<file path="src/rtl/result_writer_pkg.sv">
// Shared definitions for the result writer and its readers (input_selector).
// Nibble i of the flat bank occupies bits [4i+3:4i].
package result_writer_pkg;

  localparam int NIBBLES = 64;
  localparam int ADDR_W  = 6;
  localparam int NIB_W   = 4;
  localparam int BANK_W  = NIBBLES * NIB_W;

  typedef enum logic [1:0] {
    ST_IDLE  = 2'd0,
    ST_WRITE = 2'd1,
    ST_DONE  = 2'd2
  } wrState_e;

  function automatic int unsigned nibLsb(input logic [ADDR_W-1:0] idx);
    return int'(idx) * NIB_W;
  endfunction

endpackage

</file>
<file path="src/rtl/result_writer_if.sv">
// Burst-write bus between a nibble producer and result_writer.
interface result_writer_if;
  import result_writer_pkg::*;

  logic              wStart;
  logic [ADDR_W-1:0] wBaseAddr;
  logic [ADDR_W-1:0] wCount;
  logic              wClear;
  logic              wValid;
  logic [NIB_W-1:0]  wNibble;
  logic              wReady;
  logic              wBusy;
  logic              wDone;
  logic [BANK_W-1:0] wDataRegs;

  modport master (
    output wStart, wBaseAddr, wCount, wClear, wValid, wNibble,
    input  wReady, wBusy, wDone, wDataRegs
  );

  modport slave (
    input  wStart, wBaseAddr, wCount, wClear, wValid, wNibble,
    output wReady, wBusy, wDone, wDataRegs
  );

endinterface

</file>
<file path="src/rtl/result_writer_nibble_bank.sv">
// 64x4 nibble storage: one write port, synchronous clear, async reset, flat output.
module nibble_bank #(
  parameter int NIBBLES = result_writer_pkg::NIBBLES,
  parameter int ADDR_W  = result_writer_pkg::ADDR_W
) (
  input  logic                 clk,
  input  logic                 reset,
  input  logic                 clear,
  input  logic                 we,
  input  logic [ADDR_W-1:0]    addr,
  input  logic [3:0]           data,
  output logic [NIBBLES*4-1:0] regs
);
  import result_writer_pkg::*;

  // Clear and write never coincide: clear is only honoured in IDLE, writes only in WRITE.
  always_ff @(posedge clk or posedge reset) begin
    if (reset) begin
      regs <= '0;
    end else if (clear) begin
      regs <= '0;
    end else if (we) begin
      regs[nibLsb(addr) +: 4] <= data;
    end
  end

endmodule

</file>
<file path="src/rtl/result_writer.sv">
// Burst writer: packs handshaken nibbles into consecutive (mod 64) bank entries.
module result_writer #(
  parameter int NIBBLES = result_writer_pkg::NIBBLES,
  parameter int ADDR_W  = result_writer_pkg::ADDR_W
) (
  input  logic            clk,
  input  logic            reset,
  result_writer_if.slave  bus
);
  import result_writer_pkg::*;

  wrState_e          state, stateNext;
  logic [ADDR_W-1:0] ptr, ptrNext;
  logic [ADDR_W-1:0] rem, remNext;
  logic              bankWe;
  logic              bankClr;

  always_ff @(posedge clk or posedge reset) begin
    if (reset) begin
      state <= ST_IDLE;
      ptr   <= '0;
      rem   <= '0;
    end else begin
      state <= stateNext;
      ptr   <= ptrNext;
      rem   <= remNext;
    end
  end

  always_comb begin
    stateNext = state;
    ptrNext   = ptr;
    remNext   = rem;
    bankWe    = 1'b0;
    bankClr   = 1'b0;
    case (state)
      ST_IDLE: begin
        bankClr = bus.wClear;
        if (bus.wStart) begin
          ptrNext   = bus.wBaseAddr;
          remNext   = bus.wCount;
          stateNext = ST_WRITE;
        end
      end
      ST_WRITE: begin
        // wReady is 1 throughout WRITE, so a handshake is just wValid here.
        if (bus.wValid) begin
          bankWe  = 1'b1;
          ptrNext = ptr + ADDR_W'(1);
          if (rem == '0) stateNext = ST_DONE;
          else           remNext   = rem - ADDR_W'(1);
        end
      end
      ST_DONE:  stateNext = ST_IDLE;
      default:  stateNext = ST_IDLE;
    endcase
  end

  // Outputs decode state only; no input reaches an output combinationally.
  assign bus.wReady = (state == ST_WRITE);
  assign bus.wBusy  = (state != ST_IDLE);
  assign bus.wDone  = (state == ST_DONE);

  nibble_bank #(
    .NIBBLES (NIBBLES),
    .ADDR_W  (ADDR_W)
  ) uBank (
    .clk   (clk),
    .reset (reset),
    .clear (bankClr),
    .we    (bankWe),
    .addr  (ptr),
    .data  (bus.wNibble),
    .regs  (bus.wDataRegs)
  );

endmodule

</file>
<file path="src/flat_wrapper.sv">
// flat-port wrapper written by rule: the top's interface ports become plain ports
module result_writer_flat import result_writer_pkg::*;
#(
  parameter int NIBBLES = result_writer_pkg::NIBBLES,
  parameter int ADDR_W  = result_writer_pkg::ADDR_W
)
  (clk, reset, bus_wStart, bus_wBaseAddr, bus_wCount, bus_wClear, bus_wValid, bus_wNibble, bus_wReady, bus_wBusy, bus_wDone, bus_wDataRegs);
  result_writer_if bus_i ();
  input  logic clk;
  input  logic reset;
  input wire logic [$bits(bus_i.wStart)-1:0] bus_wStart;
  input wire logic [$bits(bus_i.wBaseAddr)-1:0] bus_wBaseAddr;
  input wire logic [$bits(bus_i.wCount)-1:0] bus_wCount;
  input wire logic [$bits(bus_i.wClear)-1:0] bus_wClear;
  input wire logic [$bits(bus_i.wValid)-1:0] bus_wValid;
  input wire logic [$bits(bus_i.wNibble)-1:0] bus_wNibble;
  output wire logic [$bits(bus_i.wReady)-1:0] bus_wReady;
  output wire logic [$bits(bus_i.wBusy)-1:0] bus_wBusy;
  output wire logic [$bits(bus_i.wDone)-1:0] bus_wDone;
  output wire logic [$bits(bus_i.wDataRegs)-1:0] bus_wDataRegs;
  assign bus_i.wStart = bus_wStart;
  assign bus_i.wBaseAddr = bus_wBaseAddr;
  assign bus_i.wCount = bus_wCount;
  assign bus_i.wClear = bus_wClear;
  assign bus_i.wValid = bus_wValid;
  assign bus_i.wNibble = bus_wNibble;
  assign bus_wReady = bus_i.wReady;
  assign bus_wBusy = bus_i.wBusy;
  assign bus_wDone = bus_i.wDone;
  assign bus_wDataRegs = bus_i.wDataRegs;
  result_writer #(.NIBBLES(NIBBLES), .ADDR_W(ADDR_W)) u_core (.clk(clk), .reset(reset), .bus(bus_i));
endmodule
</file>
<file path="config.mk">
export PLATFORM = sky130hd
export DESIGN_NAME = result_writer_flat
export DESIGN_NICKNAME = d
export VERILOG_FILES = /design/src/rtl/result_writer_pkg.sv /design/src/rtl/result_writer_if.sv /design/src/rtl/result_writer_nibble_bank.sv /design/src/rtl/result_writer.sv /design/src/flat_wrapper.sv
export SDC_FILE = /design/constraint.sdc
export NUM_CORES = 1
export LEC_CHECK = 0
export ABC_CLOCK_PERIOD_IN_PS = 12350
export CAP_MARGIN = 20
export CELL_PAD_IN_SITES_DETAIL_PLACEMENT = 0
export CELL_PAD_IN_SITES_GLOBAL_PLACEMENT = 2
export CORE_MARGIN = 2
export CORE_UTILIZATION = 34
export CTS_BUF_LIST = sky130_fd_sc_hd__clkbuf_2 sky130_fd_sc_hd__clkbuf_4 sky130_fd_sc_hd__clkbuf_8
export DETAILED_ROUTE_END_ITERATION = 7
export PLACE_DENSITY = 0.88
export SYNTH_ARGS = -nofsm -noshare
export SYNTH_HDL_FRONTEND = slang
export SYNTH_HIERARCHICAL = 1
export SYNTH_SLANG_ARGS = --single-unit
export TNS_END_PERCENT = 10
</file>
<file path="constraint.sdc">
create_clock -name clk -period 12.35 [get_ports clk]
set_input_delay 2.47 -clock clk [delete_from_list [all_inputs] [get_ports clk]]
set_output_delay 2.47 -clock clk [all_outputs]
set_load 0.01 [all_outputs]
</file>
Yosys cells after proc, flatten, opt, wreduce, memory -nomap -nowiden
Index checks and enable logic that the tools add are counted.
{"block": "totals", "reg_bits": 270, "in_bits": 21, "wordCells": 40}
{"block": "op_classes", "n_reduce_logical": 8, "add_sub_neg": 3, "eq_ne": 6, "shift": 2, "n_mux": 17}
{"operator": "two-way mux 256 bit", "count": 2}
{"operator": "bitwise mux 256 bit", "count": 1}
{"operator": "variable shift 4 x 34 -> 256 bit, first input constant", "count": 1}
{"operator": "indexed part select 4 x 34 -> 256 bit", "count": 1}
{"operator": "negator 8 -> 34 bit", "count": 1}
{"operator": "two-way mux 6 bit", "count": 5}
{"operator": "case mux 6 bit (2 select lines)", "count": 2}
{"operator": "adder 6 x 1 -> 6 bit, second input constant", "count": 1}
{"operator": "zero test 6 bit", "count": 1}
{"operator": "two-way mux 2 bit", "count": 3}
{"operator": "inequality test 2 bit, second input constant", "count": 3}
{"operator": "AND reduction 3 bit", "count": 2}
{"operator": "nonzero test 2 bit", "count": 3}
{"operator": "subtractor 6 x 1 -> 6 bit, second input constant", "count": 1}
{"operator": "case mux 2 bit (2 select lines)", "count": 1}
{"operator": "AND reduction 4 bit", "count": 1}
{"operator": "two-way mux 1 bit", "count": 3}
{"operator": "== test 2 x 1 -> 1 bit, second input constant", "count": 1}
{"operator": "== test 2 bit, second input constant", "count": 1}
{"operator": "zero test 2 bit", "count": 1}
{"operator": "inequality test 2 x 1 -> 1 bit, second input constant", "count": 1}

Depth between registers and ports, before layout
Gate-level depths: netlist (run 1).
{"block": "logic_depth", "ltp_word": 5, "mapped_depth": 11, "depth_no_buf": 8}

Modules after synthesis
The synthesis (run 1) kept the hierarchy.
{"mod": "nibble_bank", "cells_each": 865, "area_each_um2": 10970.5, "seq_area_each_um2": 6406.1, "instances": 1}
{"mod": "result_writer", "cells_each": 100, "area_each_um2": 908.4, "seq_area_each_um2": 350.3, "instances": 1}

Worst setup path before layout (run 1)
Ideal clock, no wire load.
{"block": "synth_timing", "path_type": "input-to-reg", "from": "in bus_wClear", "to": "reg u_core.uBank.regs[36]", "cell_stages": 8, "arrival_ns": 4.034, "t_required_ns": 12.283, "path_slack_ns": 8.248, "path_cell_list": "inv_1 nor2_1 clkbuf_1 inv_1 nand2_1 nor4_2 clkbuf_1 a32o_1"}
{"block": "synth_between", "elab_chain_cells": 2}
{"element": "start: declaration", "line_no": "flat_wrapper.sv:14", "rtl": "input wire logic [$bits(bus_i.wClear)-1:0] bus_wClear;"}
{"element": "two-way mux 1 bit *", "line_no": "result_writer.sv:36", "rtl": "case (state)"}
{"element": "net u_core.bankClr", "line_no": "result_writer.sv:16", "rtl": "logic bankClr;"}
{"element": "two-way mux 256 bit / nonzero test 2 bit (equally long branches)"}
{"element": "end signal: indexed assignment", "line_no": "result_writer_nibble_bank.sv:23", "rtl": "regs[nibLsb(addr) +: 4] <= data;"}
{"element": "end: declaration", "line_no": "result_writer_nibble_bank.sv:12", "rtl": "output logic [NIBBLES*4-1:0] regs"}
The timed path passes the listed nets; every way through them passes the cells marked *.
A chain may end at the register's enable or synchronous reset.

Worst setup path in the final report (run 1)
{"block": "layout_timing", "from": "in bus_wValid", "to": "reg u_core.uBank.regs[32]"}
{"block": "layout_between", "elab_chain_cells": 3}
{"element": "start: declaration", "line_no": "flat_wrapper.sv:15", "rtl": "input wire logic [$bits(bus_i.wValid)-1:0] bus_wValid;"}
{"element": "two-way mux 1 bit", "line_no": "result_writer.sv:47", "rtl": "if (bus.wValid) begin"}
{"element": "two-way mux 1 bit", "line_no": "result_writer.sv:36"}
{"element": "net u_core.bankWe", "line_no": "result_writer.sv:15", "rtl": "logic bankWe;"}
{"element": "nonzero test 2 bit (no line)"}
The timed path passes the listed nets, and every way through them passes these cells.

==> results of run 1 <==
-- worst min path at each step --
stage,start,endpoint,slack [ps],depth (start not counted)
after floorplan,u_core/rem[0]$_DFFE_PP0P_,u_core/rem[0]$_DFFE_PP0P_,460,1
after CTS,u_core/uBank/regs[239]$_DFFE_PP0P_,u_core/uBank/regs[239]$_DFFE_PP0P_,470,2
after global placement,u_core/uBank/regs[239]$_DFFE_PP0P_,u_core/uBank/regs[239]$_DFFE_PP0P_,450,2
after detailed placement,u_core/uBank/regs[239]$_DFFE_PP0P_,u_core/uBank/regs[239]$_DFFE_PP0P_,460,2
final,u_core/uBank/regs[239]$_DFFE_PP0P_,u_core/uBank/regs[239]$_DFFE_PP0P_,470,2
after global routing,u_core/uBank/regs[35]$_DFFE_PP0P_,u_core/uBank/regs[35]$_DFFE_PP0P_,510,1
-- metrics by stage --
| stage | power (mW) | cells |
|---|---|---|
| floorplan | 2.32 | 965 |
| global placement | 3.18 | 1639 |
| detailed placement | 3.21 | 1639 |
| CTS | 4.04 | 1716 |
| global route | 4.25 | 1718 |
| finish | 4.05 | 1718 |
-- flip-flops by register name (all words and copies together), names as in the netlist --
name,cells
u_core/uBank/regs,256
u_core/ptr,6
u_core/rem,6
u_core/state,2
-- power groups by stage --
stage | combinational [mW] | sequential [mW] | clock [mW]
floorplan | 0.902 | 1.41 | 0
global placement | 1.81 | 1.37 | 0
detailed placement | 1.84 | 1.37 | 0
CTS | 1.84 | 1.36 | 0.836
global route | 1.97 | 1.40 | 0.883
finish | 1.86 | 1.36 | 0.822
-- worst max-delay path, delay by kind of cell --
kind | cells | cell delay [ps]
compound gates | 1 | 270
buf+inv | 2 | 850
simple gates | 4 | 1990
-- cell usage after synthesis, drive strengths merged (4+ instances only) --
cell | count | share of area
a211oi | 6 | 0.0046
a21oi | 42 | 0.022
a22o | 47 | 0.035
a2bb2o | 4 | 0.0034
a31oi | 25 | 0.013
a32o | 148 | 0.12
a41oi | 10 | 0.0074
and2 | 14 | 0.0076
and3 | 11 | 0.0058
buf | 38 | 0.020
clkbuf | 44 | 0.014
dfrtp | 270 | 0.57
ha | 5 | 0.0053
inv | 26 | 0.0084
mux2i | 5 | 0.0042
nand2 | 70 | 0.023
nand2b | 5 | 0.0039
nand3 | 21 | 0.011
nor2 | 42 | 0.016
nor2b | 4 | 0.0021
nor3 | 12 | 0.0063
nor3b | 5 | 0.0041
nor4 | 8 | 0.012
o21ai | 15 | 0.0063
o2bb2ai | 25 | 0.018
o31ai | 4 | 0.0037
o32ai | 14 | 0.010
-- cell type report --
type	instances	area, sq um
inverter	26	108
clock inverter	9	90.1
timing repair buffer	303	2980
multi-input combinational	587	4670
clock buffer	68	842
tap	455	569
fill	3155	18400
sequential	270	6760
-- cell families after synthesis --
kind of cell | after synthesis
AO/OA/AOI/OAI | 360
XOR/XNOR | 4
adder cells (fa/ha/maj) | 5
buffers and inverters | 108
flip-flops | 270
multiplexers | 6
AND/OR/NAND/NOR | 212
-- layer usage --
layer,global-route usage,share of wire,vias up
li1,-,-,4350
met4,0.0945,0.042,2
met5,0,0.00046,-
met3,0.0650,0.093,99
met2,0.359,0.44,499
met1,0.325,0.42,5151
==> key figures, run 1 <==
Outcome
  – Status: completed

Die
  – # rows: 68
  – Die W: 191 um
  – Io pins: 280
  – Initial Utilization: 0.345
  – Die Y: 191 um
  – Die area: 36,400 sq um
  – Core Area: 34,500 sq um

Synth
  – Mux share of post-synthesis cell area: 0.00516
  – Synth Instances: 965
  – Yosys warnings: 6
  – Post-Syn Nets: 991
  – EDFF count, synth: 0
  – Compound-Gate Fraction of Synth Area: 0.269
  – Post-synthesis register bit count: 270
  – Fraction of registers with async set/reset: 1.00
  – Synth Flop Type: dfrtp_1
  – Yosys cell types: 78
  – Post-synthesis sequential area ratio: 0.569
  – Main combinational cell family by area after synthesis: compound AO/OA/AOI/OAI gates
  – Post-Synth Simple-Gate Area: 0.105
  – Synth Area in XOR/XNOR: 0.00453
  – Adder-cell share of the synthesized area: 0.00527
  – Avg Cell Area, Syn: 12.3 sq um
  – Synthesized cell area: 11,900 sq um

Pwr
  – Clock power share: 0.203
  – Power per cell area: 253 nW/um^2
  – P_leak: 6.59 nW
  – Net Sw Power: 1.65 mW
  – Total internal power: 2.39 mW
  – Comb pwr share: 0.460
  – Switching power share of the total: 0.408
  – VDD IR-drop max: 0.133 mV
  – Sequential share of power: 0.337

Timing
  – Max Clock Freq: 196 MHz
  – Final WS setup: 7250 ps
  – Setup Skew: 29.6 ps
  – Final Cycle Share: 0.413
  – Worst relative slew slack: 0.313
  – Worst hold slack: 469 ps
  – RSZ-0062 raised after global routing: false
  – Final Critical Period: 5100 ps
  – Hold Violations, Final: 0
  – Setup TNS Final: 0 ps
  – Pins over their slew limit: 0
  – Worst Max-Slew Pin Slew: 1030 ps
  – Endpoints failing setup: 0

Route
  – WL/cell: 25.5 um
  – Via density: 5.88
  – Initial drt markers: 781
  – TritonRoute pass-1 iters: 8
  – Final wirelength: 43.8 mm
  – Post-route antenna net violation count: 0
  – DRC: 0
  – Vias: 10,100

Cells and area
  – N_diodes: 0
  – P&R area growth vs syn: 34.8%
  – Fraction of layout cells with a size suffix above 1: 0.133
  – Layout Nets: 1,259
  – Fin area: 16,000 sq um
  – Most common cell after layout, fill and taps aside: clkdlybuf4s50_1
  – Final core utilization: 0.465
  – Most frequent cells in the layout: 275 x clkdlybuf4s50_1, 270 x dfrtp_1, 148 x a32o_1, 68 x nand2_1, 54 x clkbuf_8

Critical path
  – FF-to-FF Start: u_core/ptr[2]$_DFFE_PP0P_
  – Slowest stage cell, crit path: nor2_1
  – CP Max Fanout: 24
  – Startpoint Class: input pin
  – Critical path class: in2reg
  – Reg-to-reg slack, setup: 8040 ps
  – Crit-path cells: clkdlybuf4s50_1, and2_1, buf_4, nor2b_1, nand4_2, nor2_1, a32o_1
  – Crit path capture: u_core/uBank/regs[32]$_DFFE_PP0P_
  – Capturing point of the worst reg2reg path: u_core/uBank/regs[125]$_DFFE_PP0P_
  – Max incr delay on CP: 900 ps
  – Critical Path RT: 12,850 ps
  – Worst Setup SP: bus_wValid
  – R2R depth: 8
  – CP Capture Type: register
  – Worst EP arrival: 5600 ps

Placement
  – Post-detail-place hpwl: 29.7 mm
  – Placed inst area: 15,000 sq um
  – GP Congestion: 0.875
  – Buffers added on ports: 279
  – DP Worst Slack: 6690 ps

Global routing
  – Largest net degree at the start of global routing: 99
  – Total grt overflow: 0
  – Vias in the first global route: 10,200
  – First-pass GRT wire length: 65.5 mm
  – Initial antenna violation count: 1
  – Total GRT Usage: 0.238

CTS
  – CTS Buf Count: 45
  – CTS-repair resized insts: 0
  – CTS tree: yes
  – Clk root buf: clkbuf_8
  – CTS Sinks: 270
  – Hold_buf cts: 0
  – Skew-Pair Late Insertion Delay: 590 ps
  – CTS clk-pin slew, worst paths: 60 ps
  – Setup bufs post-CTS: 0
  – H-tree depth: 2
  – CTS Buffer Depth: 3

Job
  – Total of max-cap violations: 0

Worst hold path
  – Hold WC Path Type: reg2reg
(Power assumes the default switching activity.)
==> run 2, diff against run 1 <==
--- a/config.mk
+++ b/config.mk
@@ -5,7 +5,7 @@
 export SDC_FILE = /design/constraint.sdc
 export NUM_CORES = 1
 export LEC_CHECK = 0
-export ABC_CLOCK_PERIOD_IN_PS = 12350
+export ABC_CLOCK_PERIOD_IN_PS = 5200
 export CAP_MARGIN = 20
 export CELL_PAD_IN_SITES_DETAIL_PLACEMENT = 0
 export CELL_PAD_IN_SITES_GLOBAL_PLACEMENT = 2
==> constraint.sdc (replaced) <==
create_clock -name clk -period 5.2 [get_ports clk]
set_input_delay 1.04 -clock clk [delete_from_list [all_inputs] [get_ports clk]]
set_output_delay 1.04 -clock clk [all_outputs]
set_load 0.01 [all_outputs]
==> run 2 against run 1 <==
Net effect: routed wire length up 0.17%; power increased by 140%; highest routed layer is now met4; largest power group unchanged; final area increased by 0.57%; critical endpoint is now u_core/uBank/regs[40]$_DFFE_PP0P_; worst setup slack worse by 6200 ps; largest cell class unchanged.
==> key figures, run 2 (same netlist as run 1, synthesis figures left out) <==
Outcome
  – Status: completed (unchanged)

Die
  – Die Y: 191 um (unchanged)
  – Die W: 191 um (unchanged)
  – Initial Utilization: 0.345 (unchanged)
  – Core Area: 34,500 sq um (unchanged)
  – # rows: 68 (unchanged)
  – Die area: 36,400 sq um (unchanged)
  – Io pins: 280 (unchanged)

Cells and area
  – Layout Nets: 1,265 (was 1,259)
  – Fin area: 16,100 sq um (was 16,000 sq um)
  – Most frequent cells in the layout: 275 x clkdlybuf4s50_1, 270 x dfrtp_1, 148 x a32o_1, 68 x nand2_1, 58 x clkbuf_8 (was 275 x clkdlybuf4s50_1, 270 x dfrtp_1, 148 x a32o_1, 68 x nand2_1, 54 x clkbuf_8)
  – P&R area growth vs syn: 35.6% (was 34.8%)
  – Max FFs per register: 256 (unchanged)
  – Largest regs: u_core/uBank/regs: 256 flops, u_core/ptr: 6 flops, u_core/rem: 6 flops (unchanged)
  – N_diodes: 0 (unchanged)
  – Final Non-Filler Cells: 1,729 (was 1,718)
  – Largest register by flop count: u_core/uBank/regs (unchanged)
  – Final core utilization: 0.467 (was 0.465)
  – Most common cell after layout, fill and taps aside: clkdlybuf4s50_1 (unchanged)
  – Fraction of layout cells with a size suffix above 1: 0.141 (was 0.133)

Critical path
  – Critical Path RT: 5680 ps (was 12,850 ps)
  – Startpoint Class: register (was input pin)
  – CP Capture Type: register (unchanged)
  – Worst EP arrival: 4630 ps (was 5600 ps)
  – Critical path class: reg2reg (was in2reg)
  – CP Max Fanout: 16 (was 24)

CTS
  – CTS Buffer Depth: 3 (unchanged)
  – CTS Sinks: 270 (unchanged)
  – Skew-Pair Late Insertion Delay: 580 ps (was 590 ps)
  – CTS clk-pin slew, worst paths: 60 ps (about the same)
  – CTS tree: yes (unchanged)
  – H-tree depth: 2 (unchanged)
  – Setup bufs post-CTS: 0 (unchanged)
  – CTS Buf Count: 47 (was 45)
  – Hold_buf cts: 0 (unchanged)
  – CTS-repair resized insts: 0 (unchanged)
  – Clk root buf: clkbuf_8 (unchanged)

Route
  – Post-route antenna net violation count: 0 (unchanged)
  – TritonRoute pass-1 iters: 4 (was 8)
  – Initial drt markers: 771 (was 781)
  – DRC: 0 (unchanged)
  – WL/cell: 25.4 um (was 25.5 um)
  – Via density: 5.87 (was 5.88)
  – Vias: 10,200 (was 10,100)
  – Final wirelength: 43.9 mm (was 43.8 mm)

Timing
  – Final Cycle Share: 0.799
  – Pins over their slew limit: 0 (unchanged)
  – Final Critical Period: 4150 ps
  – RSZ-0062 raised after global routing: false (unchanged)
  – Setup TNS Final: 0 ps (unchanged)
  – Final WS setup: 1050 ps (was 7250 ps)
  – Setup Skew: 19.5 ps (was 29.6 ps)
  – Worst hold slack: 470 ps (was 469 ps)
  – Endpoints failing setup: 0 (unchanged)
  – Worst Max-Slew Pin Slew: 1110 ps (was 1030 ps)
  – Max Clock Freq: 241 MHz
  – Hold Violations, Final: 0 (unchanged)
  – Worst relative slew slack: 0.262 (was 0.313)

Placement
  – GP Congestion: 0.869 (was 0.875)
  – Buffers added on ports: 279 (unchanged)
  – Cells after DPL: 1,645 (was 1,639)
  – Post-detail-place hpwl: 30.3 mm (was 29.7 mm)
  – Placed inst area: 15,100 sq um (was 15,000 sq um)
  – DP Worst Slack: 908 ps (was 6690 ps)

Global routing
  – Largest net degree at the start of global routing: 107 (was 99)
  – Initial antenna violation count: 0 (was 1)
  – Total grt overflow: 0 (unchanged)
  – First-pass GRT wire length: 65.2 mm (was 65.5 mm)
  – Total GRT Usage: 0.239 (was 0.238)
  – Vias in the first global route: 10,100 (was 10,200)

Pwr
  – P_leak: 6.63 nW (was 6.59 nW)
  – Power per cell area: 602 nW/um^2 (was 253 nW/um^2)
  – VDD IR-drop max: 0.301 mV (was 0.133 mV)
  – Total power: 9.69 mW (was 4.05 mW)

Worst hold path
  – Hold WC Path Type: reg2reg (unchanged)

Job
  – Total of max-cap violations: 0 (unchanged)
==> run 2: cell types whose count changed in the layout (fill, tap and decap cells not counted), sizes merged <==
cell	previous run	this run
inv	28	25
clkinvlp	1	5
clkinv	5	7
clkbuf	69	72
buf	27	32
==> run 2: cell type report <==
type	instances	area [sq um]
Fill cell	3130	18400
Sequential cell	270	6760
Tap cell	455	569
Timing Repair Buffer	307	3010
Multi-Input combinational cell	587	4670
Clock inverter	12	95.1
Inverter	26	104
Clock buffer	72	903
==> run 2: final timing paths <==
path / slack (ps) / cells after the start / startpoint / end
worst max-delay path: 1050 / 7 / u_core/ptr[2]$_DFFE_PP0P_ / u_core/uBank/regs[40]$_DFFE_PP0P_
worst min-delay path: 470 / 2 / u_core/uBank/regs[21]$_DFFE_PP0P_ / u_core/uBank/regs[21]$_DFFE_PP0P_
worst max register to register: 1050 / 7 / u_core/ptr[2]$_DFFE_PP0P_ / u_core/uBank/regs[40]$_DFFE_PP0P_
worst min register to register: 470 / 2 / u_core/uBank/regs[21]$_DFFE_PP0P_ / u_core/uBank/regs[21]$_DFFE_PP0P_
max in group asynchronous: 3330 / 3 / reset / u_core/uBank/regs[231]$_DFFE_PP0P_
min in group asynchronous: 910 / 2 / reset / u_core/uBank/regs[222]$_DFFE_PP0P_
==> run 2: critical path, stage by stage, from the launching register on <==
cell and delay [ps]:
dfrtp_1 620, or4_1 810, nor2_1 170, ha_1 610
inv_1 280, nor4_4 930, nand2_1 350, o2bb2ai_1 260
==> run 2: routing by layer <==
layer / wire (um) / part of all wire / global-route usage / vias up
met3: 3650 / 0.083 / 0.0597 / 100
met2: 19500 / 0.44 / 0.360 / 451
met5: 0 / 0 / 0 / -
met1: 18900 / 0.43 / 0.328 / 5233
li1: - / - / - / 4368
met4: 1850 / 0.042 / 0.101 / 0
==> run 2: report_power, final <==
part	internal [mW]	switching [mW]	total, mW
combinational	1.89	2.53	4.42
sequential	2.71	0.518	3.23
clock	1.16	0.884	2.04
total	5.76	3.93	9.69
==> run 3, diff against run 2 <==
--- a/config.mk
+++ b/config.mk
@@ -5,15 +5,15 @@
 export SDC_FILE = /design/constraint.sdc
 export NUM_CORES = 1
 export LEC_CHECK = 0
-export ABC_CLOCK_PERIOD_IN_PS = 5200
+export ABC_CLOCK_PERIOD_IN_PS = 3400
 export CAP_MARGIN = 20
 export CELL_PAD_IN_SITES_DETAIL_PLACEMENT = 0
 export CELL_PAD_IN_SITES_GLOBAL_PLACEMENT = 2
 export CORE_MARGIN = 2
-export CORE_UTILIZATION = 34
+export CORE_UTILIZATION = 31
 export CTS_BUF_LIST = sky130_fd_sc_hd__clkbuf_2 sky130_fd_sc_hd__clkbuf_4 sky130_fd_sc_hd__clkbuf_8
 export DETAILED_ROUTE_END_ITERATION = 7
-export PLACE_DENSITY = 0.88
+export PLACE_DENSITY = 0.84
 export SYNTH_ARGS = -nofsm -noshare
 export SYNTH_HDL_FRONTEND = slang
 export SYNTH_HIERARCHICAL = 1
==> constraint.sdc (replaced) <==
create_clock -name clk -period 3.4 [get_ports clk]
set_input_delay 0.68 -clock clk [delete_from_list [all_inputs] [get_ports clk]]
set_output_delay 0.68 -clock clk [all_outputs]
set_load 0.01 [all_outputs]
==> run 3 against run 2 <==
Net effect: flip-flop and latch count unchanged; utilization is 2.6 points lower; largest cell class unchanged; first-iteration DRC count rose by 10%; power up 59%; via count increased by 2.6%; hold slack improved by 15 ps; die area increased by 9.5%; global-route usage down 0.91 points.
==> key figures, run 3 (same netlist as run 1, synthesis figures left out) <==
Placement
  – Buffers added on ports: 279 (unchanged)
  – Post-detail-place hpwl: 33.4 mm (was 30.3 mm)
  – GP Congestion: 0.924 (was 0.869)
  – DP Worst Slack: 198 ps (was 908 ps)

Route
  – Initial drt markers: 851 (was 771)
  – Met3 routed wirelength: 3.64 mm (was 3.65 mm)
  – TritonRoute pass-1 iters: 5 (was 4)
  – Via density: 5.67 (was 5.87)
  – Final wirelength: 46.4 mm (was 43.9 mm)
  – Wire length on met2: 21.2 mm (was 19.5 mm)
  – Vias: 10,400 (was 10,200)
  – Top routing layer in use: met4 (unchanged)
  – DRT met1 WL: 19.8 mm (was 18.9 mm)
  – DRC: 0 (unchanged)
  – Post-route antenna net violation count: 0 (unchanged)
  – WL/cell: 25.3 um (was 25.4 um)

Critical path
  – R2R depth: 7 (unchanged)
  – Startpoint Class: register (unchanged)
  – Max incr delay on CP: 800 ps (was 930 ps)
  – Crit-path cells: inv_1, ha_1, or3b_1, o21ai_0, nor3b_1, a31oi_1, a32o_1 (was or4_1, nor2_1, ha_1, inv_1, nor4_4, nand2_1, o2bb2ai_1)
  – Top delay family on crit path: simple AND/OR/NAND/NOR gates (unchanged)
  – Worst EP arrival: 3670 ps (was 4630 ps)
  – Capturing point of the worst reg2reg path: u_core/uBank/regs[19]$_DFFE_PP0P_ (was u_core/uBank/regs[40]$_DFFE_PP0P_)
  – CP Capture Type: register (unchanged)
  – Sum of buffers and inverters on the critical path: 1 (unchanged)
  – Slowest stage cell, crit path: nor3b_1 (was nor4_4)
  – FF-to-FF Start: u_core/ptr[0]$_DFFE_PP0P_ (was u_core/ptr[2]$_DFFE_PP0P_)
  – Crit path capture: u_core/uBank/regs[19]$_DFFE_PP0P_ (was u_core/uBank/regs[40]$_DFFE_PP0P_)
  – WP depth: 7 (unchanged)
  – Critical path class: reg2reg (unchanged)
  – CP Max Fanout: 7 (was 16)
  – Critical Path RT: 3900 ps (was 5680 ps)
  – Reg-to-reg slack, setup: 230 ps (was 1050 ps)
  – Worst Setup SP: u_core/ptr[0]$_DFFE_PP0P_ (was u_core/ptr[2]$_DFFE_PP0P_)

CTS
  – H-tree depth: 2 (unchanged)
  – Hold_buf cts: 0 (unchanged)
  – Skew-Pair Late Insertion Delay: 610 ps (was 580 ps)
  – CTS clk-pin slew, worst paths: 60 ps (about the same)
  – Clk root buf: clkbuf_8 (unchanged)
  – Setup bufs post-CTS: 0 (unchanged)
  – CTS Buf Count: 49 (was 47)
  – CTS-repair resized insts: 0 (unchanged)
  – CTS Sinks: 270 (unchanged)
  – CTS Buffer Depth: 3 (unchanged)
  – CTS tree: yes (unchanged)

Job
  – Total of max-cap violations: 0 (unchanged)

Timing
  – Final Critical Period: 3170 ps (was 4150 ps)
  – Worst hold slack: 485 ps (was 470 ps)
  – Endpoints failing setup: 0 (unchanged)
  – Max Clock Freq: 315 MHz (was 241 MHz)
  – Setup Skew: 26.9 ps (was 19.5 ps)
  – Final WS setup: 230 ps (was 1050 ps)
  – Worst Max-Slew Pin Slew: 1100 ps (was 1110 ps)
  – Hold Violations, Final: 0 (unchanged)
  – Pins over their slew limit: 0 (unchanged)
  – RSZ-0062 raised after global routing: false (unchanged)
  – Final Cycle Share: 0.932 (was 0.799)
  – Worst relative slew slack: 0.264 (was 0.262)

Global routing
  – Total GRT Usage: 0.230 (was 0.239)
  – Largest net degree at the start of global routing: 58 (was 107)
  – First-pass GRT wire length: 68.3 mm (was 65.2 mm)
  – Total grt overflow: 0 (unchanged)
  – Vias in the first global route: 10,500 (was 10,100)
  – Initial antenna violation count: 0 (unchanged)

Cells and area
  – Largest regs: u_core/uBank/regs: 256 flops, u_core/ptr: 6 flops, u_core/rem: 6 flops (unchanged)
  – Layout Nets: 1,315 (was 1,265)
  – Max FFs per register: 256 (unchanged)
  – Most common cell after layout, fill and taps aside: clkdlybuf4s50_1 (unchanged)
  – P&R area growth vs syn: 40.0% (was 35.6%)
  – Largest register by flop count: u_core/uBank/regs (unchanged)
  – Most frequent cells in the layout: 275 x clkdlybuf4s50_1, 270 x dfrtp_1, 148 x a32o_1, 70 x buf_4, 68 x nand2_1 (was 275 x clkdlybuf4s50_1, 270 x dfrtp_1, 148 x a32o_1, 68 x nand2_1, 58 x clkbuf_8)
  – Fillers: 3,648 (was 3,130)
  – N_diodes: 0 (unchanged)
  – Fraction of layout cells with a size suffix above 1: 0.173 (was 0.141)

Worst hold path
  – Hold WC Path Type: reg2reg (unchanged)

Die
  – Die W: 200 um (was 191 um)
  – Initial Utilization: 0.315 (was 0.345)
  – Core Area: 37,700 sq um (was 34,500 sq um)
  – Die Y: 200 um (was 191 um)
  – Die area: 39,900 sq um (was 36,400 sq um)
  – Io pins: 280 (unchanged)
  – # rows: 71 (was 68)

Pwr
  – Power per cell area: 926 nW/um^2 (was 602 nW/um^2)
  – VDD IR-drop max: 0.387 mV (was 0.301 mV)
  – P_leak: 6.93 nW (was 6.63 nW)

Outcome
  – Status: completed (unchanged)
==> run 3: layer usage <==
metal  global-route usage  up-vias
met2                0.358      482
met4               0.0872        0
met1                0.313     5360
li1                     -     4468
met3               0.0517      102
met5                    0        -
==> run 3: area by class of cell <==
| type | count | area [sq um] | area share |
|---|---|---|---|
| Sequential cell | 270 | 6760 | 0.406 |
| Multi-Input combinational cell | 587 | 4660 | 0.280 |
| Timing Repair Buffer | 355 | 3420 | 0.206 |
| Clock buffer | 76 | 940 | 0.0565 |
| Tap cell | 511 | 639 | 0.0385 |
| Clock inverter | 10 | 110 | 0.00662 |
| Inverter | 26 | 104 | 0.00625 |
==> run 3: worst min-delay path: cells and delay by family, from the launching register on <==
| family | cells | cell delay (ps) |
|---|---|---|
| flops | 1 | 350 |
| simple gates | 2 | 100 |
==> run 3: report_power, final <==
part	internal (mW)	switching (mW)	total (mW)
sequential	4.15	0.657	4.81
combinational	3.16	4.12	7.28
clock	1.91	1.41	3.31
==> run 3: worst min path at each step <==
stage,start,end,cells after the start
floorplan,u_core/rem[0]$_DFFE_PP0P_,u_core/rem[0]$_DFFE_PP0P_,1
global placement,u_core/uBank/regs[239]$_DFFE_PP0P_,u_core/uBank/regs[239]$_DFFE_PP0P_,2
detailed placement,u_core/uBank/regs[20]$_DFFE_PP0P_,u_core/uBank/regs[20]$_DFFE_PP0P_,2
CTS,u_core/uBank/regs[20]$_DFFE_PP0P_,u_core/uBank/regs[20]$_DFFE_PP0P_,2
global route,u_core/uBank/regs[118]$_DFFE_PP0P_,u_core/uBank/regs[118]$_DFFE_PP0P_,1
finish,u_core/uBank/regs[20]$_DFFE_PP0P_,u_core/uBank/regs[20]$_DFFE_PP0P_,2
==> run 3: per-stage QoR <==
step                cell area [sq um]  TNS (ps)  std cells   util  power [mW]
floorplan                       11900   -166820        965      -        8.41
global placement                15600         0       1749  0.414        12.0
detailed placement              15600         0       1749  0.414        12.1
CTS                             16600         0       1835  0.441        15.4
global route                    16600         0       1835  0.441        16.1
finish                          16600         0       1835  0.441        15.4
